==> config.mk <==
export PLATFORM = sky130hd
export DESIGN_NAME = hazard_controller_flat
export DESIGN_NICKNAME = d
export VERILOG_FILES = /design/src/rtl/hazard_if.sv /design/src/rtl/hazard_controller.sv /design/src/flat_wrapper.sv
export SDC_FILE = /design/constraint.sdc
export NUM_CORES = 1
export LEC_CHECK = 0
export BUFFER_PORTS_ARGS = -buffer_cell sky130_fd_sc_hd__buf_2
export CAP_MARGIN = 0
export CORE_MARGIN = 2
export CORE_UTILIZATION = 46
export CTS_CLUSTER_SIZE = 25
export DETAILED_ROUTE_END_ITERATION = 7
export PLACE_DENSITY = 0.76
export SYNTH_ARGS = -nofsm -noshare
export SYNTH_HDL_FRONTEND = slang
export SYNTH_SLANG_ARGS = --single-unit
==> constraint.sdc <==
create_clock -name clk -period 2.55 [get_ports clk]
set_clock_uncertainty 0.15 [all_clocks]
set_input_delay 0.51 -clock clk [delete_from_list [all_inputs] [get_ports clk]]
set_output_delay 0.51 -clock clk [all_outputs]
set_load 0.03 [all_outputs]
==> src/rtl/hazard_if.sv <==
// hazard_if: bundles the pipeline-side signals of the hazard controller.
//   Decode side : rs_fd, rt_fd, uses_rs_fd, uses_rt_fd, branch_taken_fd, hlt_fd
//   Execute side: mem_read_de, write_reg_de
//   Memory side : imem_stall, dmem_req_xm, dmem_ready
//   Controls    : pc_en, fd_en, de_en, xm_en, mw_en, fd_flush, de_flush, mw_flush
//   Status      : halted, stall_cycles
// The slave modport belongs to the controller. The master modport belongs to the
// pipeline (or a testbench), which drives the observations and consumes the controls.
interface hazard_if;
    logic [3:0]  rs_fd;
    logic [3:0]  rt_fd;
    logic        uses_rs_fd;
    logic        uses_rt_fd;
    logic        mem_read_de;
    logic [3:0]  write_reg_de;
    logic        branch_taken_fd;
    logic        hlt_fd;
    logic        imem_stall;
    logic        dmem_req_xm;
    logic        dmem_ready;
    logic        pc_en;
    logic        fd_en;
    logic        de_en;
    logic        xm_en;
    logic        mw_en;
    logic        fd_flush;
    logic        de_flush;
    logic        mw_flush;
    logic        halted;
    logic [15:0] stall_cycles;

    modport master (
        output rs_fd, rt_fd, uses_rs_fd, uses_rt_fd, mem_read_de, write_reg_de,
               branch_taken_fd, hlt_fd, imem_stall, dmem_req_xm, dmem_ready,
        input  pc_en, fd_en, de_en, xm_en, mw_en, fd_flush, de_flush, mw_flush,
               halted, stall_cycles
    );

    modport slave (
        input  rs_fd, rt_fd, uses_rs_fd, uses_rt_fd, mem_read_de, write_reg_de,
               branch_taken_fd, hlt_fd, imem_stall, dmem_req_xm, dmem_ready,
        output pc_en, fd_en, de_en, xm_en, mw_en, fd_flush, de_flush, mw_flush,
               halted, stall_cycles
    );
endinterface

==> src/rtl/hazard_controller.sv <==
// hazard_controller: stall/flush sequencer for the five-stage pipeline.
// Ports:
//   clk : core clock, rising edge
//   rst : synchronous active-high reset
//   hz  : hazard_if.slave -- hazard observations in, PC/pipeline register
//         enables and flushes out, plus halted status and a saturating
//         16-bit stall-cycle counter.
// Controls are combinational from the state plus the current inputs.
// Priority: data-memory stall > load-use > branch/imem handling.
module hazard_controller (
    input  logic     clk,
    input  logic     rst,
    hazard_if.slave  hz
);

    typedef enum logic [1:0] {
        RUN      = 2'd0,
        MEM_WAIT = 2'd1,
        DRAIN    = 2'd2,
        HALTED   = 2'd3
    } state_t;

    state_t      state_q, state_d;
    logic        ret_drain_q, ret_drain_d;   // MEM_WAIT returns to DRAIN when set
    logic [1:0]  drain_cnt_q, drain_cnt_d;
    logic [15:0] stall_q, stall_d;

    logic dstall;
    logic lu;
    logic do_freeze, do_run, do_drain;
    logic pc_en_c, fd_en_c, de_en_c, xm_en_c, mw_en_c;
    logic fd_flush_c, de_flush_c, mw_flush_c, halted_c;

    // Register 0 is hardwired, so a load targeting it never creates a hazard.
    always_comb begin
        lu = hz.mem_read_de && (hz.write_reg_de != 4'd0) &&
             ((hz.uses_rs_fd && (hz.rs_fd == hz.write_reg_de)) ||
              (hz.uses_rt_fd && (hz.rt_fd == hz.write_reg_de)));
    end

    // Inside MEM_WAIT the request is already known outstanding, so only
    // dmem_ready matters there.
    always_comb begin
        dstall = 1'b0;
        case (state_q)
            RUN, DRAIN: dstall = hz.dmem_req_xm && !hz.dmem_ready;
            MEM_WAIT:   dstall = !hz.dmem_ready;
            default:    dstall = 1'b0;
        endcase
    end

    // Decide which behaviour this cycle follows. A MEM_WAIT release cycle
    // behaves like a non-stalled cycle of the state it returns to.
    always_comb begin
        do_freeze = 1'b0;
        do_run    = 1'b0;
        do_drain  = 1'b0;
        case (state_q)
            RUN: begin
                do_freeze = dstall;
                do_run    = !dstall;
            end
            MEM_WAIT: begin
                do_freeze = dstall;
                do_run    = !dstall && !ret_drain_q;
                do_drain  = !dstall && ret_drain_q;
            end
            DRAIN: begin
                do_freeze = dstall;
                do_drain  = !dstall;
            end
            default: ;
        endcase
    end

    always_comb begin
        pc_en_c     = 1'b0;
        fd_en_c     = 1'b0;
        de_en_c     = 1'b0;
        xm_en_c     = 1'b0;
        mw_en_c     = 1'b0;
        fd_flush_c  = 1'b0;
        de_flush_c  = 1'b0;
        mw_flush_c  = 1'b0;
        halted_c    = 1'b0;
        state_d     = state_q;
        ret_drain_d = ret_drain_q;
        drain_cnt_d = drain_cnt_q;

        if (do_freeze) begin
            // Freeze the front of the pipe; MEM/WB keeps moving but takes a
            // bubble so the stalled memory instruction is not retired twice.
            mw_en_c    = 1'b1;
            mw_flush_c = 1'b1;
            state_d    = MEM_WAIT;
            if (state_q != MEM_WAIT) begin
                ret_drain_d = (state_q == DRAIN);
            end
        end else if (do_run) begin
            state_d = RUN;
            if (lu) begin
                // One bubble into ID/EX; branch and HLT are re-seen next cycle.
                de_en_c    = 1'b1;
                de_flush_c = 1'b1;
                xm_en_c    = 1'b1;
                mw_en_c    = 1'b1;
            end else begin
                fd_en_c    = 1'b1;
                de_en_c    = 1'b1;
                xm_en_c    = 1'b1;
                mw_en_c    = 1'b1;
                fd_flush_c = hz.branch_taken_fd || hz.imem_stall;
                // A taken branch always loads its target, even without a
                // valid fetch word this cycle.
                pc_en_c    = !(hz.imem_stall && !hz.branch_taken_fd);
                if (hz.hlt_fd) begin
                    state_d     = DRAIN;
                    drain_cnt_d = 2'd3;
                end
            end
        end else if (do_drain) begin
            // Fetch is shut off; the older instructions keep flowing out.
            fd_en_c    = 1'b1;
            de_en_c    = 1'b1;
            xm_en_c    = 1'b1;
            mw_en_c    = 1'b1;
            fd_flush_c = 1'b1;
            if (drain_cnt_q <= 2'd1) begin
                drain_cnt_d = 2'd0;
                state_d     = HALTED;
            end else begin
                drain_cnt_d = drain_cnt_q - 2'd1;
                state_d     = DRAIN;
            end
        end else if (state_q == HALTED) begin
            halted_c = 1'b1;
        end

        // Reset forces every control quiet regardless of state.
        if (rst) begin
            pc_en_c    = 1'b0;
            fd_en_c    = 1'b0;
            de_en_c    = 1'b0;
            xm_en_c    = 1'b0;
            mw_en_c    = 1'b0;
            fd_flush_c = 1'b0;
            de_flush_c = 1'b0;
            mw_flush_c = 1'b0;
            halted_c   = 1'b0;
        end
    end

    // Only RUN and MEM_WAIT stalls are charged; draining and halted are not.
    always_comb begin
        stall_d = stall_q;
        if (!pc_en_c && ((state_q == RUN) || (state_q == MEM_WAIT)) &&
            (stall_q != 16'hFFFF)) begin
            stall_d = stall_q + 16'd1;
        end
    end

    always_ff @(posedge clk) begin
        if (rst) begin
            state_q     <= RUN;
            ret_drain_q <= 1'b0;
            drain_cnt_q <= 2'd0;
            stall_q     <= 16'd0;
        end else begin
            state_q     <= state_d;
            ret_drain_q <= ret_drain_d;
            drain_cnt_q <= drain_cnt_d;
            stall_q     <= stall_d;
        end
    end

    assign hz.pc_en        = pc_en_c;
    assign hz.fd_en        = fd_en_c;
    assign hz.de_en        = de_en_c;
    assign hz.xm_en        = xm_en_c;
    assign hz.mw_en        = mw_en_c;
    assign hz.fd_flush     = fd_flush_c;
    assign hz.de_flush     = de_flush_c;
    assign hz.mw_flush     = mw_flush_c;
    assign hz.halted       = halted_c;
    assign hz.stall_cycles = stall_q;

endmodule

==> src/flat_wrapper.sv <==
// flat-port wrapper written by rule: the top's interface ports become plain ports
module hazard_controller_flat 
  (clk, rst, hz_rs_fd, hz_rt_fd, hz_uses_rs_fd, hz_uses_rt_fd, hz_mem_read_de, hz_write_reg_de, hz_branch_taken_fd, hz_hlt_fd, hz_imem_stall, hz_dmem_req_xm, hz_dmem_ready, hz_pc_en, hz_fd_en, hz_de_en, hz_xm_en, hz_mw_en, hz_fd_flush, hz_de_flush, hz_mw_flush, hz_halted, hz_stall_cycles);
  hazard_if hz_i ();
  input  logic clk;
  input  logic rst;
  input wire logic [$bits(hz_i.rs_fd)-1:0] hz_rs_fd;
  input wire logic [$bits(hz_i.rt_fd)-1:0] hz_rt_fd;
  input wire logic [$bits(hz_i.uses_rs_fd)-1:0] hz_uses_rs_fd;
  input wire logic [$bits(hz_i.uses_rt_fd)-1:0] hz_uses_rt_fd;
  input wire logic [$bits(hz_i.mem_read_de)-1:0] hz_mem_read_de;
  input wire logic [$bits(hz_i.write_reg_de)-1:0] hz_write_reg_de;
  input wire logic [$bits(hz_i.branch_taken_fd)-1:0] hz_branch_taken_fd;
  input wire logic [$bits(hz_i.hlt_fd)-1:0] hz_hlt_fd;
  input wire logic [$bits(hz_i.imem_stall)-1:0] hz_imem_stall;
  input wire logic [$bits(hz_i.dmem_req_xm)-1:0] hz_dmem_req_xm;
  input wire logic [$bits(hz_i.dmem_ready)-1:0] hz_dmem_ready;
  output wire logic [$bits(hz_i.pc_en)-1:0] hz_pc_en;
  output wire logic [$bits(hz_i.fd_en)-1:0] hz_fd_en;
  output wire logic [$bits(hz_i.de_en)-1:0] hz_de_en;
  output wire logic [$bits(hz_i.xm_en)-1:0] hz_xm_en;
  output wire logic [$bits(hz_i.mw_en)-1:0] hz_mw_en;
  output wire logic [$bits(hz_i.fd_flush)-1:0] hz_fd_flush;
  output wire logic [$bits(hz_i.de_flush)-1:0] hz_de_flush;
  output wire logic [$bits(hz_i.mw_flush)-1:0] hz_mw_flush;
  output wire logic [$bits(hz_i.halted)-1:0] hz_halted;
  output wire logic [$bits(hz_i.stall_cycles)-1:0] hz_stall_cycles;
  assign hz_i.rs_fd = hz_rs_fd;
  assign hz_i.rt_fd = hz_rt_fd;
  assign hz_i.uses_rs_fd = hz_uses_rs_fd;
  assign hz_i.uses_rt_fd = hz_uses_rt_fd;
  assign hz_i.mem_read_de = hz_mem_read_de;
  assign hz_i.write_reg_de = hz_write_reg_de;
  assign hz_i.branch_taken_fd = hz_branch_taken_fd;
  assign hz_i.hlt_fd = hz_hlt_fd;
  assign hz_i.imem_stall = hz_imem_stall;
  assign hz_i.dmem_req_xm = hz_dmem_req_xm;
  assign hz_i.dmem_ready = hz_dmem_ready;
  assign hz_pc_en = hz_i.pc_en;
  assign hz_fd_en = hz_i.fd_en;
  assign hz_de_en = hz_i.de_en;
  assign hz_xm_en = hz_i.xm_en;
  assign hz_mw_en = hz_i.mw_en;
  assign hz_fd_flush = hz_i.fd_flush;
  assign hz_de_flush = hz_i.de_flush;
  assign hz_mw_flush = hz_i.mw_flush;
  assign hz_halted = hz_i.halted;
  assign hz_stall_cycles = hz_i.stall_cycles;
  hazard_controller u_core (.clk(clk), .rst(rst), .hz(hz_i));
endmodule
; Word level (Yosys, flattened, before mapping)
; Cells that the tools add are included.
[totals]
register_bits = 21
latchBits = 0
ram_bits = 0
rom_bits = 0
input_bits = 22
output_inout_bits = 25
elab_cells = 90
mem_count = 0
[classes]
addsub = 2
multipliers = 0
n_div = 0
order_cmp = 1
eq_ne = 9
shifts = 0
n_mux = 44
n_bitwise = 1
n_reduce_logical = 28
[op_table]
columns = op, count
row1 = 1-bit 2-to-1 mux, 32
row2 = 2-bit 2-to-1 mux, 9
row3 = "16-bit by 1-bit adder with 16-bit output, second input constant", 1
row4 = "16-bit != test, second input constant", 1
row5 = 1-bit logical AND, 10
row6 = 4-bit equality test, 2
row7 = 1-bit zero test, 6
row8 = 1-bit case mux with 2 select lines, 3
row9 = "2-bit equality test, second input constant", 2
row10 = "2-bit != test, second input constant", 2
row11 = 4-bit AND reduction, 1
row12 = 4-bit nonzero test, 1
row13 = 2-bit OR reduction, 2
row14 = 1-bit logical OR, 3
row15 = 3-bit nonzero test, 1
row16 = 3-bit OR reduction, 1
row17 = "2-bit by 1-bit equality test with 1-bit output, second input constant", 1
row18 = "2-bit by 1-bit <= comparator with 1-bit output, second input constant", 1
row19 = 2-bit zero test, 1
row20 = "2-bit by 1-bit != test with 1-bit output, second input constant", 1
row21 = 2-bit AND reduction, 1
row22 = 2-bit nonzero test, 1
row23 = "2-bit by 1-bit subtractor with 2-bit output, second input constant", 1
row24 = 1-bit NOT, 1

; Logic depth before layout (Yosys ltp)
; Gate-level depths: netlist of the first run.
[depth]
ltp_word = 12
depth_mapped = 10
mapped_depth_nobuf = 8

; Worst setup path before layout of the first run
; No wires, ideal clock.
[synth_path]
kind = register to output
start = register u_core.state_q[0]
end = output port hz_fd_flush
arrival_ns = 2.555
required_ns = 1.890
setup_slack_ns = -0.665
path_stages_with_launch = 8
n_path_buf = 0
path_cell_list = dfxtp_1 -> inv_1 -> ha_1 -> o21a_1 -> o21a_1 -> a21oi_1 -> nor2b_1 -> a21boi_0
[synth_via]
elab_chain_cells = 10
word_cells_on_any_way = 16
cone_classes = 2 x eq/ne / 8 x mux / 6 x reduce/logical
[synth_lines]
columns = item, line
row1 = "start, declared", hazard_controller.sv:23  ; state_t state_q, state_d;
row2 = "start signal, assigned", hazard_controller.sv:169  ; state_q <= state_d;
row3 = 2-bit equality test or 2-bit zero test (tied branches), "hazard_controller.sv:45, hazard_controller.sv:58"
row4 = 2-bit OR reduction, hazard_controller.sv:45  ; case (state_q)
row5 = 1-bit case mux with 2 select lines, hazard_controller.sv:45
row6 = 1-bit zero test, --
row7 = 1-bit logical AND, hazard_controller.sv:66  ; do_drain = !dstall && ret_drain_q;
row8 = 1-bit case mux with 2 select lines, hazard_controller.sv:58  ; case (state_q)
row9 = 1-bit 2-to-1 mux, hazard_controller.sv:121  ; end else if (do_drain) begin
row10 = 1-bit 2-to-1 mux, hazard_controller.sv:99  ; end else if (do_run) begin
row11 = 1-bit 2-to-1 mux *, hazard_controller.sv:90  ; if (do_freeze) begin
row12 = 1-bit 2-to-1 mux *, hazard_controller.sv:140  ; if (rst) begin
row13 = "end, declared", flat_wrapper.sv:23  ; output wire logic [$bits(hz_i.fd_flush)-1:0] hz_fd_flush;
; Every way passes the cells marked *; elsewhere a longest branch is shown, timed or not.

; Final worst setup path of the first run
; Ends and elaborated chain as after synthesis.

==> out/metrics.cfg, run 1 <==
[clocking]
numCtsBuffers = 3
max-clock-path-buffers = 2
htree_levels = 1
cts.sinks = 21
cts_tree = yes
cts_root_buffer = clkbuf_4
worstSkewPairLatency_ns = 0.31
cts.clk_slew.worst_paths_ns = 0.13

[floorplan]
dieHeight_um = 61.47
initial_utilization_pct = 48.95
die_x_um = 61.47
floorplan.core_area_sq_um = 3103
io_pins = 47
dieArea_sq_um = 3778
row_count = 20

[power]
leakage_nw = 0.9084
ir_worst_vdd_mv = 0.2455
power-per-cell-area_nw_per_um2 = 464.2

[worst_setup_path]
cp_top_family = compound AO/OA/AOI/OAI gates
critical_path.startpoint = u_core.state_q[0]
r2r-start = u_core.state_q[0]
path_cells = inv_4 > ha_4 > o21a_1 > o21a_1 > a21oi_4 > nor2b_4 > a21boi_4 > buf_6
start_kind = register
cpMaxStageDelayCell = dfxtp_4
rrSetupSlack_ns = 0.05
critPathMaxFanout = 5
worstPathRequired_ns = 1.89
reg2reg_depth = 10
max_stage_delay_ns = 0.41
crit_type = register to output pin
path_buf_inv = 2
worstPathArrival_ns = 1.96
r2r-end = u_core.hz.stall_cycles[9]
cp_common_cell = o21a_1
critPathCaptureType = output pin

[detailed_routing]
firstDrtPassIters = 4
drt-total-wl_um = 3943
vias = 1554
ant_nets = 0
drcViolationCount = 0
viasPerCell = 5.472
drt_first_iter_violations = 51
wl_per_cell_um = 13.88

[placement]
hpwl_um = 2709
routabilityCongestion = 0.8535
placed_area_sq_um = 1917
placed_cells = 267
port_buffers = 46
dpl_worst_slack_ns = -0.03183

[synthesis]
synthTopCellsByArea = dfxtp_1, a21oi_2, ha_1
yosysTopAreaCell = dfxtp_1
synth_top_area_share_pct = 27.68
synth_ff_type = dfxtp_1
synth_edf_count = 0
yosysMostFrequentCell = dfxtp_1
ys_warn_count = 0
async_reset_ff_share_pct = 0
synth_top_cells_by_count = dfxtp_1, nor2_1, nand3_1, a21oi_2
syn-num-nets = 195
synth_area_per_cell_sq_um = 9.096
yosysUniqueCellTypes = 45
ys_seq_area_share_pct = 27.68
synth-seq-cells = 21
syn_inst = 167
synth_area_sq_um = 1519

[sta]
max_freq_ghz = 0.3820
setup_slack_ns = -0.06781
setup_tns_ns = -0.1056
final_hold_viol_count = 0
worstMarginPinSlew_ns = 1.079
post-route-period-util_pct = 102.7
setup_viol = 4
period_minus_slack_ns = 2.618
drv_slew = 0
slew_headroom_pct = 28.08
rsz0062_at_grt = yes
whs_ns = 0.3472

[outcome]
status = finished with violations
violations = negative setup slack

[grt]
grt_pass1_wl_um = 5975
overflow = 0
grt_start_max_net_pins = 25
antenna_found_initial = 0
grt.total_usage_pct = 20.90
grt_pass1_vias = 1355

[finish]
antennaDiodeCount = 0
nNetsFinal = 269
drive_gt1_share_pct = 55.00
design_area_sq_um = 2192
fin_cells = 284
area_delta_synth_final_pct = 44.32

[worst_hold_path]
hold_start = u_core.drain_cnt_q[1]
holdPathEnd = u_core.drain_cnt_q[1]
hold_class = register to register
hold_depth = 2

[run]
cap_violations = 0

-- how the worst max path moves through the flow --
stage / cells past startpoint / to
2_1_floorplan: 6 / hz_pc_en
3_3_place_gp: 8 / hz_fd_flush
3_5_place_dp: 8 / hz_fd_flush
4_1_cts: 9 / hz_fd_flush
5_1_grt: 8 / hz_fd_flush
6_report: 8 / hz_fd_flush
-- area by class of cell --
type                            count  area [sq um]
Fill cell                         275         910.9
Timing Repair Buffer               78         524.3
Inverter                            4         17.52
Multi-Input combinational cell    133          1142
Clock inverter                      1         5.005
Clock buffer                        3         22.52
Tap cell                           44         55.05
Sequential cell                    21         425.4
-- stage by stage --
stage,total power [mW],util (%)
finish,1.017,70.65
global route,1.078,70.65
CTS,0.9777,67.78
floorplan,0.6296,-
global placement,0.7227,61.77
detailed placement,0.7266,61.77
-- power by group --
| group | total (mW) | switching [mW] | internal [mW] |
|---|---|---|---|
| clock | 0.163 | 0.105 | 0.0585 |
| sequential | 0.368 | 0.0212 | 0.347 |
| combinational | 0.486 | 0.257 | 0.228 |
| total | 1.02 | 0.384 | 0.634 |
-- logic make-up after synthesis --
| group | count (synthesis) | synth area share (%) |
|---|---|---|
| compound gates | 44 | 22.90 |
| simple gates | 69 | 28.67 |
| flops | 21 | 27.68 |
| mux | 6 | 5.601 |
| xor+xnor | 8 | 4.613 |
| buf+inv | 13 | 5.601 |
| fa+ha+maj | 6 | 4.942 |
-- flip-flops by register name (all words and copies together) (netlist names) --
register / flops
u_core.state_q: 2
u_core.ret_drain_q: 1
u_core.drain_cnt_q: 2
u_core.hz.stall_cycles: 16
-- worst min-delay path, cell delays in order, from the launching register on --
cell     delay, ns
dfxtp_1       0.34
o41ai_1       0.06
a21oi_1       0.06
-- routing by layer --
layer / wire (um) / vias up / GRT usage [%] / share of wire [%]
li1: - / 770 / - / -
met1: 1623 / 739 / 25.67 / 41
met2: 2122 / 43 / 39.21 / 54
met3: 188 / 2 / 2.311 / 4.8
met4: 7 / 0 / 4.255 / 0.18
met5: 0 / - / 0 / 0
-- placed cells by master (no fill, tap or decap), types with 4 or more instances in the layout --
master and count:
ha_4 4, o31ai_2 5, a21oi_2 9, o31ai_1 5, nand3_1 10, nor2b_1 6, nor2_1 15, nand2_1 6
dfxtp_1 19, buf_6 7, buf_4 30, buf_2 40, or4_1 7, xor2_1 6, a21oi_1 6, mux2_4 5
-- timing repair --
action                                  4_1_cts  5_1_grt
endpoints found under the setup margin        5        6
buffers inserted                              9        4
gates resized for setup                      23       15
hold buffers                                  0        0
pin swaps                                     4       12
(Power assumes the default switching activity.)
==> inputs of run 2 (changes only) <==
ABC_AREA = 1   (was default)
PLACE_DENSITY = 0.75   (was 0.76)
==> run 2 against run 1 <==
- the run still ends with negative setup slack left
- critical path depth up 2
- design area down 6.2%
- first-iteration DRC count up 61%
- area after synthesis up 2.2%
- highest routed layer unchanged
==> out/metrics.cfg, run 2 <==
[worst_setup_path]
rrSetupSlack_ns = 0.30  ; was 0.05 ns
critPathCaptureType = output pin  ; unchanged
worstPathRequired_ns = 1.89  ; about the same
start_kind = register  ; unchanged
r2r-end = u_core.hz.stall_cycles[0]  ; was u_core.hz.stall_cycles[9]
critPathMaxFanout = 4  ; was 5
critical_path.startpoint = u_core.state_q[1]  ; was u_core.state_q[0]
reg2reg_depth = 13  ; was 10
r2r-start = u_core.state_q[1]  ; was u_core.state_q[0]
crit_type = register to output pin  ; unchanged
worstPathArrival_ns = 1.89  ; was 1.96 ns

[detailed_routing]
firstDrtPassIters = 4  ; unchanged
drcViolationCount = 0  ; unchanged
drt_first_iter_violations = 82  ; was 51
drt-total-wl_um = 3997  ; was 3943 um
viasPerCell = 5.003  ; was 5.472
vias = 1711  ; was 1554
ant_nets = 0  ; unchanged
wl_per_cell_um = 11.69  ; was 13.88 um

[synthesis]
ys_warn_count = 0  ; unchanged
synth_ff_type = dfxtp_1  ; unchanged
yosysMostFrequentCell = nand2_1  ; was dfxtp_1
synth_edf_count = 0  ; unchanged
syn-num-nets = 269  ; was 195
yosysTopAreaCell = dfxtp_1  ; unchanged
syn_inst = 241  ; was 167
yosysUniqueCellTypes = 29  ; was 45
async_reset_ff_share_pct = 0  ; unchanged
synth_top_cells_by_count = nand2_1, nor2_1, inv_1, dfxtp_1, a21oi_1  ; was dfxtp_1, nor2_1, nand3_1, a21oi_2
synth-seq-cells = 21  ; unchanged
synth_top_area_share_pct = 27.07  ; was 27.68%
ys_seq_area_share_pct = 27.07  ; was 27.68%
synth_area_per_cell_sq_um = 6.443  ; was 9.096 sq um
synthTopCellsByArea = dfxtp_1, nand2_1, nor2_1  ; was dfxtp_1, a21oi_2, ha_1
synth_area_sq_um = 1553  ; was 1519 sq um

[sta]
worstMarginPinSlew_ns = 0.5056  ; was 1.079 ns
setup_viol = 1  ; was 4
max_freq_ghz = 0.3916  ; was 0.3820 GHz
period_minus_slack_ns = 2.554  ; was 2.618 ns
rsz0062_at_grt = yes  ; unchanged
post-route-period-util_pct = 100.1  ; was 102.7%
setup_slack_ns = -0.003643  ; was -0.06781 ns
final_hold_viol_count = 0  ; unchanged
setup_tns_ns = -0.003643  ; was -0.1056 ns
slew_headroom_pct = 66.29  ; was 28.08%
drv_slew = 0  ; unchanged

[finish]
area_delta_synth_final_pct = 32.47  ; was 44.32%
final_common_cell = nand2_1  ; was buf_2
antennaDiodeCount = 0  ; unchanged
mostFrequentLayoutCells = nand2_1, buf_2, nor2_1, inv_1, dfxtp_1  ; was buf_2, buf_4, dfxtp_1, nor2_1, nand3_1
largest_reg_flops = 16  ; unchanged
fin_cells = 342  ; was 284
drive_gt1_share_pct = 31.76  ; was 55.00%
nNetsFinal = 325  ; was 269

[floorplan]
io_pins = 47  ; unchanged
floorplan.core_area_sq_um = 3284  ; was 3103 sq um
dieHeight_um = 62.10  ; was 61.47 um
die_x_um = 62.10  ; was 61.47 um
initial_utilization_pct = 47.28  ; was 48.95%
dieArea_sq_um = 3856  ; was 3778 sq um
row_count = 21  ; was 20

[clocking]
max-clock-path-buffers = 2  ; unchanged
cts.sinks = 21  ; unchanged
cts_root_buffer = clkbuf_4  ; unchanged
cts.clk_slew.worst_paths_ns = 0.11  ; was 0.13 ns
numCtsBuffers = 3  ; unchanged
htree_levels = 1  ; unchanged
worstSkewPairLatency_ns = 0.30  ; was 0.31 ns
cts_hold_buf = 0  ; unchanged
cts_tree = yes  ; unchanged

[worst_hold_path]
holdPathEnd = u_core.drain_cnt_q[0]  ; was u_core.drain_cnt_q[1]
hold_start = u_core.drain_cnt_q[0]  ; was u_core.drain_cnt_q[1]
hold_class = register to register  ; unchanged
hold_depth = 2  ; unchanged

[grt]
grt_pass1_wl_um = 6203  ; was 5975 um
grt_start_max_net_pins = 26  ; was 25
grt.total_usage_pct = 19.03  ; was 20.90%
antenna_found_initial = 0  ; unchanged
grt_pass1_vias = 1462  ; was 1355
overflow = 0  ; unchanged

[power]
ir_worst_vdd_mv = 0.5860  ; was 0.2455 mV
power-per-cell-area_nw_per_um2 = 842.8  ; was 464.2 nW/um^2
power_mw = 1.734  ; was 1.017 mW
leakage_nw = 0.9670  ; was 0.9084 nW

[outcome]
status = finished with violations  ; unchanged
violations = negative setup slack  ; unchanged

[placement]
routabilityCongestion = 0.7990  ; was 0.8535
hpwl_um = 2655  ; was 2709 um
port_buffers = 46  ; unchanged
placed_cells = 329  ; was 267

[run]
cap_violations = 0  ; unchanged

## run 2: cell types whose count changed in the layout (fill, tap and decap cells not counted), moves of 9 or more
cell	delta
a21oi_2	-9
inv_1	+21
nand2_1	+51
buf_4	-19
a21oi_1	+12
nor2_1	+14
nand4_1	+14
## run 2: critical path: stages, from the launching register on
cell      delay (ns)
dfxtp_4         0.39
inv_4           0.08
ha_4            0.18
inv_2           0.06
o21bai_4        0.15
nand2_2         0.10
buf_6           0.14
a211oi_2        0.22
nand2_2         0.11
inv_2           0.06
buf_6           0.12
## run 2: cell type report
class,instances,area (sq um)
sequential,21,427.9
timing repair buffer,59,350.3
fill,302,1227
multi-input combinational,181,1071
tap,46,57.56
inverter,31,123.9
clock buffer,4,26.28
## run 2: stage by stage
stage | hold slack, ns | worst slack [ns] | util, % | instance area, sq um
after floorplan | 0.2998 | 0.005962 | - | 1582
after CTS | 0.3386 | 0.003910 | 58.67 | 1927
after global placement | 0.3134 | 0.2370 | 56.42 | 1853
after global routing | 0.3556 | -0.08692 | 62.63 | 2057
final | 0.3378 | -0.003643 | 62.63 | 2057
after detailed placement | 0.3217 | 0.1540 | 56.42 | 1853
## run 2: cells by family after synthesis
logic type	share of synthesized area [%]
fa+ha+maj	4.835
compound gates	11.04
simple gates	39.24
flops	27.07
xor+xnor	7.333
buf+inv	10.47
## run 2: what timing repair did
action	in CTS	in global routing
setup endpoints to repair	3	5
pin swaps	3	12
gates resized for setup	5	29
setup buffers	4	5
## run 2: worst max path at each step
stage,end,cells past startpoint
detailed placement,hz_fd_flush,12
global route,hz_fd_flush,13
global placement,hz_fd_flush,12
floorplan,hz_fd_flush,11
CTS,hz_fd_flush,12
finish,hz_pc_en,10
## run 2: per-layer routing
metal / track usage (%) / wire [um] / vias up
met5: 0 / 0 / -
met4: 7.778 / 74 / 0
met3: 1.993 / 197 / 8
met2: 32.07 / 1883 / 61
met1: 24.97 / 1842 / 747
li1: - / - / 895
## run 2: report_power, final
| part | switching, mW | internal (mW) | total [mW] |
|---|---|---|---|
| clock network | 0.103 | 0.0609 | 0.164 |
| registers | 0.0727 | 0.387 | 0.460 |
| logic | 0.660 | 0.450 | 1.11 |
==> inputs of run 3 (changes only) <==
SETUP_SLACK_MARGIN = 0.5   (was default)
==> run 3 against run 2 <==
- the flow still finishes with violations (negative setup slack)
- critical endpoint is now hz_fd_flush
- non-clock buffer count up 7
- sequential cell count unchanged
- largest power group unchanged
- worst hold slack worse by 0.0055 ns
- routed wire length up 15%
- cell count up 2.3%
- sequential share of layout area down 1.2 points
- design area up 6.9%
- die area unchanged
- count of clock-buffer cells in the layout down 1
- power up 10%
==> out/metrics.cfg, run 3 (synthesized netlist as in run 2, its figures left out) <==
[grt]
grt_pass1_wl_um = 7024  ; was 6203 um
overflow = 0  ; unchanged
antenna_found_initial = 0  ; unchanged
grt_pass1_vias = 1638  ; was 1462
grt_start_max_net_pins = 19  ; was 26
grt.total_usage_pct = 22.05  ; was 19.03%

[worst_setup_path]
max_stage_delay_ns = 0.39  ; about the same
worstPathArrival_ns = 1.96  ; was 1.89 ns
path_buf_inv = 5  ; unchanged
worstPathRequired_ns = 1.89  ; about the same
critical_path.startpoint = u_core.state_q[1]  ; unchanged
start_kind = register  ; unchanged
crit_type = register to output pin  ; unchanged
path_cells = inv_4 > ha_4 > nor2_4 > clkinv_4 > o21ai_4 > nand2_2 > nor2_4 > nand2_1 > inv_2 > o31ai_4 > inv_2 > buf_6  ; was inv_4 > ha_4 > inv_2 > o21bai_4 > nand2_2 > buf_6 > a211oi_2 > nand2_2 > inv_2 > buf_6
cp_top_family = simple AND/OR/NAND/NOR gates  ; was buffers and inverters
rrSetupSlack_ns = 0.45  ; was 0.30 ns
cpMaxStageDelayCell = dfxtp_4  ; unchanged
critPathCaptureType = output pin  ; unchanged
r2r-start = u_core.state_q[1]  ; unchanged
critPathMaxFanout = 5  ; was 4

[placement]
routabilityCongestion = 0.8435  ; was 0.7990
hpwl_um = 2691  ; was 2655 um
dpl_worst_slack_ns = 0.1297  ; was 0.1540 ns
placed_cells = 328  ; was 329
port_buffers = 46  ; unchanged

[clocking]
cts.sinks = 21  ; unchanged
cts_root_buffer = clkbuf_4  ; unchanged
numCtsBuffers = 3  ; unchanged
max-clock-path-buffers = 2  ; unchanged
cts_hold_buf = 0  ; unchanged
cts_tree = yes  ; unchanged
cts.clk_slew.worst_paths_ns = 0.12  ; was 0.11 ns
htree_levels = 1  ; unchanged
worstSkewPairLatency_ns = 0.32  ; was 0.30 ns

[power]
leakage_nw = 1.025  ; was 0.9670 nW
power-per-cell-area_nw_per_um2 = 866.5  ; was 842.8 nW/um^2
power_mw = 1.906  ; was 1.734 mW
ir_worst_vdd_mv = 0.3234  ; was 0.5860 mV

[sta]
slew_headroom_pct = 81.29  ; was 66.29%
drv_slew = 0  ; unchanged
rsz0062_at_grt = yes  ; unchanged
worstMarginPinSlew_ns = 0.2806  ; was 0.5056 ns
post-route-period-util_pct = 102.8  ; was 100.1%
setup_viol = 3  ; was 1
max_freq_ghz = 0.3815  ; was 0.3916 GHz
period_minus_slack_ns = 2.621  ; was 2.554 ns
setup_slack_ns = -0.07090  ; was -0.003643 ns
final_hold_viol_count = 0  ; unchanged

[detailed_routing]
wl_met2_um = 2281  ; was 1883 um
wl_per_cell_um = 13.11  ; was 11.69 um
firstDrtPassIters = 4  ; unchanged
viasPerCell = 5.206  ; was 5.003
dr.max_layer_used = met4  ; unchanged
drcViolationCount = 0  ; unchanged
ant_nets = 0  ; unchanged
wl_met3_um = 265  ; was 197 um
drt_first_iter_violations = 201  ; was 82
drt-met1-wl_um = 1935  ; was 1842 um
drt-total-wl_um = 4587  ; was 3997 um
vias = 1822  ; was 1711

[finish]
mostFrequentLayoutCells = nand2_1, buf_2, nor2_1, inv_1, a21oi_1  ; was nand2_1, buf_2, nor2_1, inv_1, dfxtp_1
largest_reg_flops = 16  ; unchanged
area_delta_synth_final_pct = 41.66  ; was 32.47%
fillCellCount = 284  ; was 302
final_common_cell = nand2_1  ; unchanged
drive_gt1_share_pct = 35.20  ; was 31.76%
nNetsFinal = 333  ; was 325
fin_cells = 350  ; was 342
antennaDiodeCount = 0  ; unchanged

[floorplan]
row_count = 21  ; unchanged
die_x_um = 62.10  ; unchanged
initial_utilization_pct = 47.28  ; unchanged
io_pins = 47  ; unchanged
floorplan.core_area_sq_um = 3284  ; unchanged
dieHeight_um = 62.10  ; unchanged
dieArea_sq_um = 3856  ; unchanged

[worst_hold_path]
hold_class = register to register  ; unchanged
hold_start = u_core.drain_cnt_q[0]  ; unchanged

[outcome]
violations = negative setup slack  ; unchanged
status = finished with violations  ; unchanged

[run]
cap_violations = 0  ; unchanged

run 3: report_power, final:
part	internal, mW	switching (mW)	total [mW]	leakage, nW
combinational	0.543	0.740	1.28	0.835
clock	0.0588	0.109	0.168	0.0177
sequential	0.390	0.0651	0.455	0.172
total	0.992	0.914	1.91	1.03
run 3: what timing repair did:
action,4_1_cts,5_1_grt
gates cloned,1,0
gates resized for setup,19,21
pin swaps,12,5
hold endpoints to repair,0,0
buffers inserted,10,7
setup endpoints to repair,22,25
run 3: routing by layer:
layer | track usage [%] | vias to the layer above
li1 | - | 906
met1 | 28.10 | 827
met2 | 38.04 | 77
met3 | 4.348 | 12
met4 | 6.111 | 0
met5 | 0 | -
run 3: layout make-up:
class,count,area (sq um),area share [%]
multi-input combinational,182,1107,50.34
inverter,31,131.4,5.973
tap,46,57.56,2.617
clock inverter,1,5.005,0.2275
clock buffer,3,22.52,1.024
sequential,21,430.4,19.57
timing repair buffer,66,445.4,20.25
run 3: through the flow:
step	setup TNS, ns	utilization [%]	hold slack (ns)	area, sq um
finish	-0.09669	66.97	0.3323	2200
detailed placement	0	57.94	0.3201	1903
global placement	0	57.94	0.3145	1903
global route	-0.5429	66.97	0.3613	2200
CTS	0	63.47	0.3358	2085
floorplan	0	-	0.2998	1645
run 3: worst register-to-register path: cells and delay by family, from the launching register on:
family | cells | cell delay, ns
buffers and inverters | 4 | 0.44
AND/OR/NAND/NOR | 4 | 0.44
AO/OA/AOI/OAI | 3 | 0.43
flip-flops | 1 | 0.38
adder cells (fa/ha/maj) | 1 | 0.19
run 3: path summary, 6_finish.rpt:
check	cells after the start	endpoint
worst max-delay path	12	hz_fd_flush
worst min register to register	2	u_core.drain_cnt_q[0]
worst max register to register	12	u_core.hz.stall_cycles[6]
worst min-delay path	2	u_core.drain_cnt_q[0]
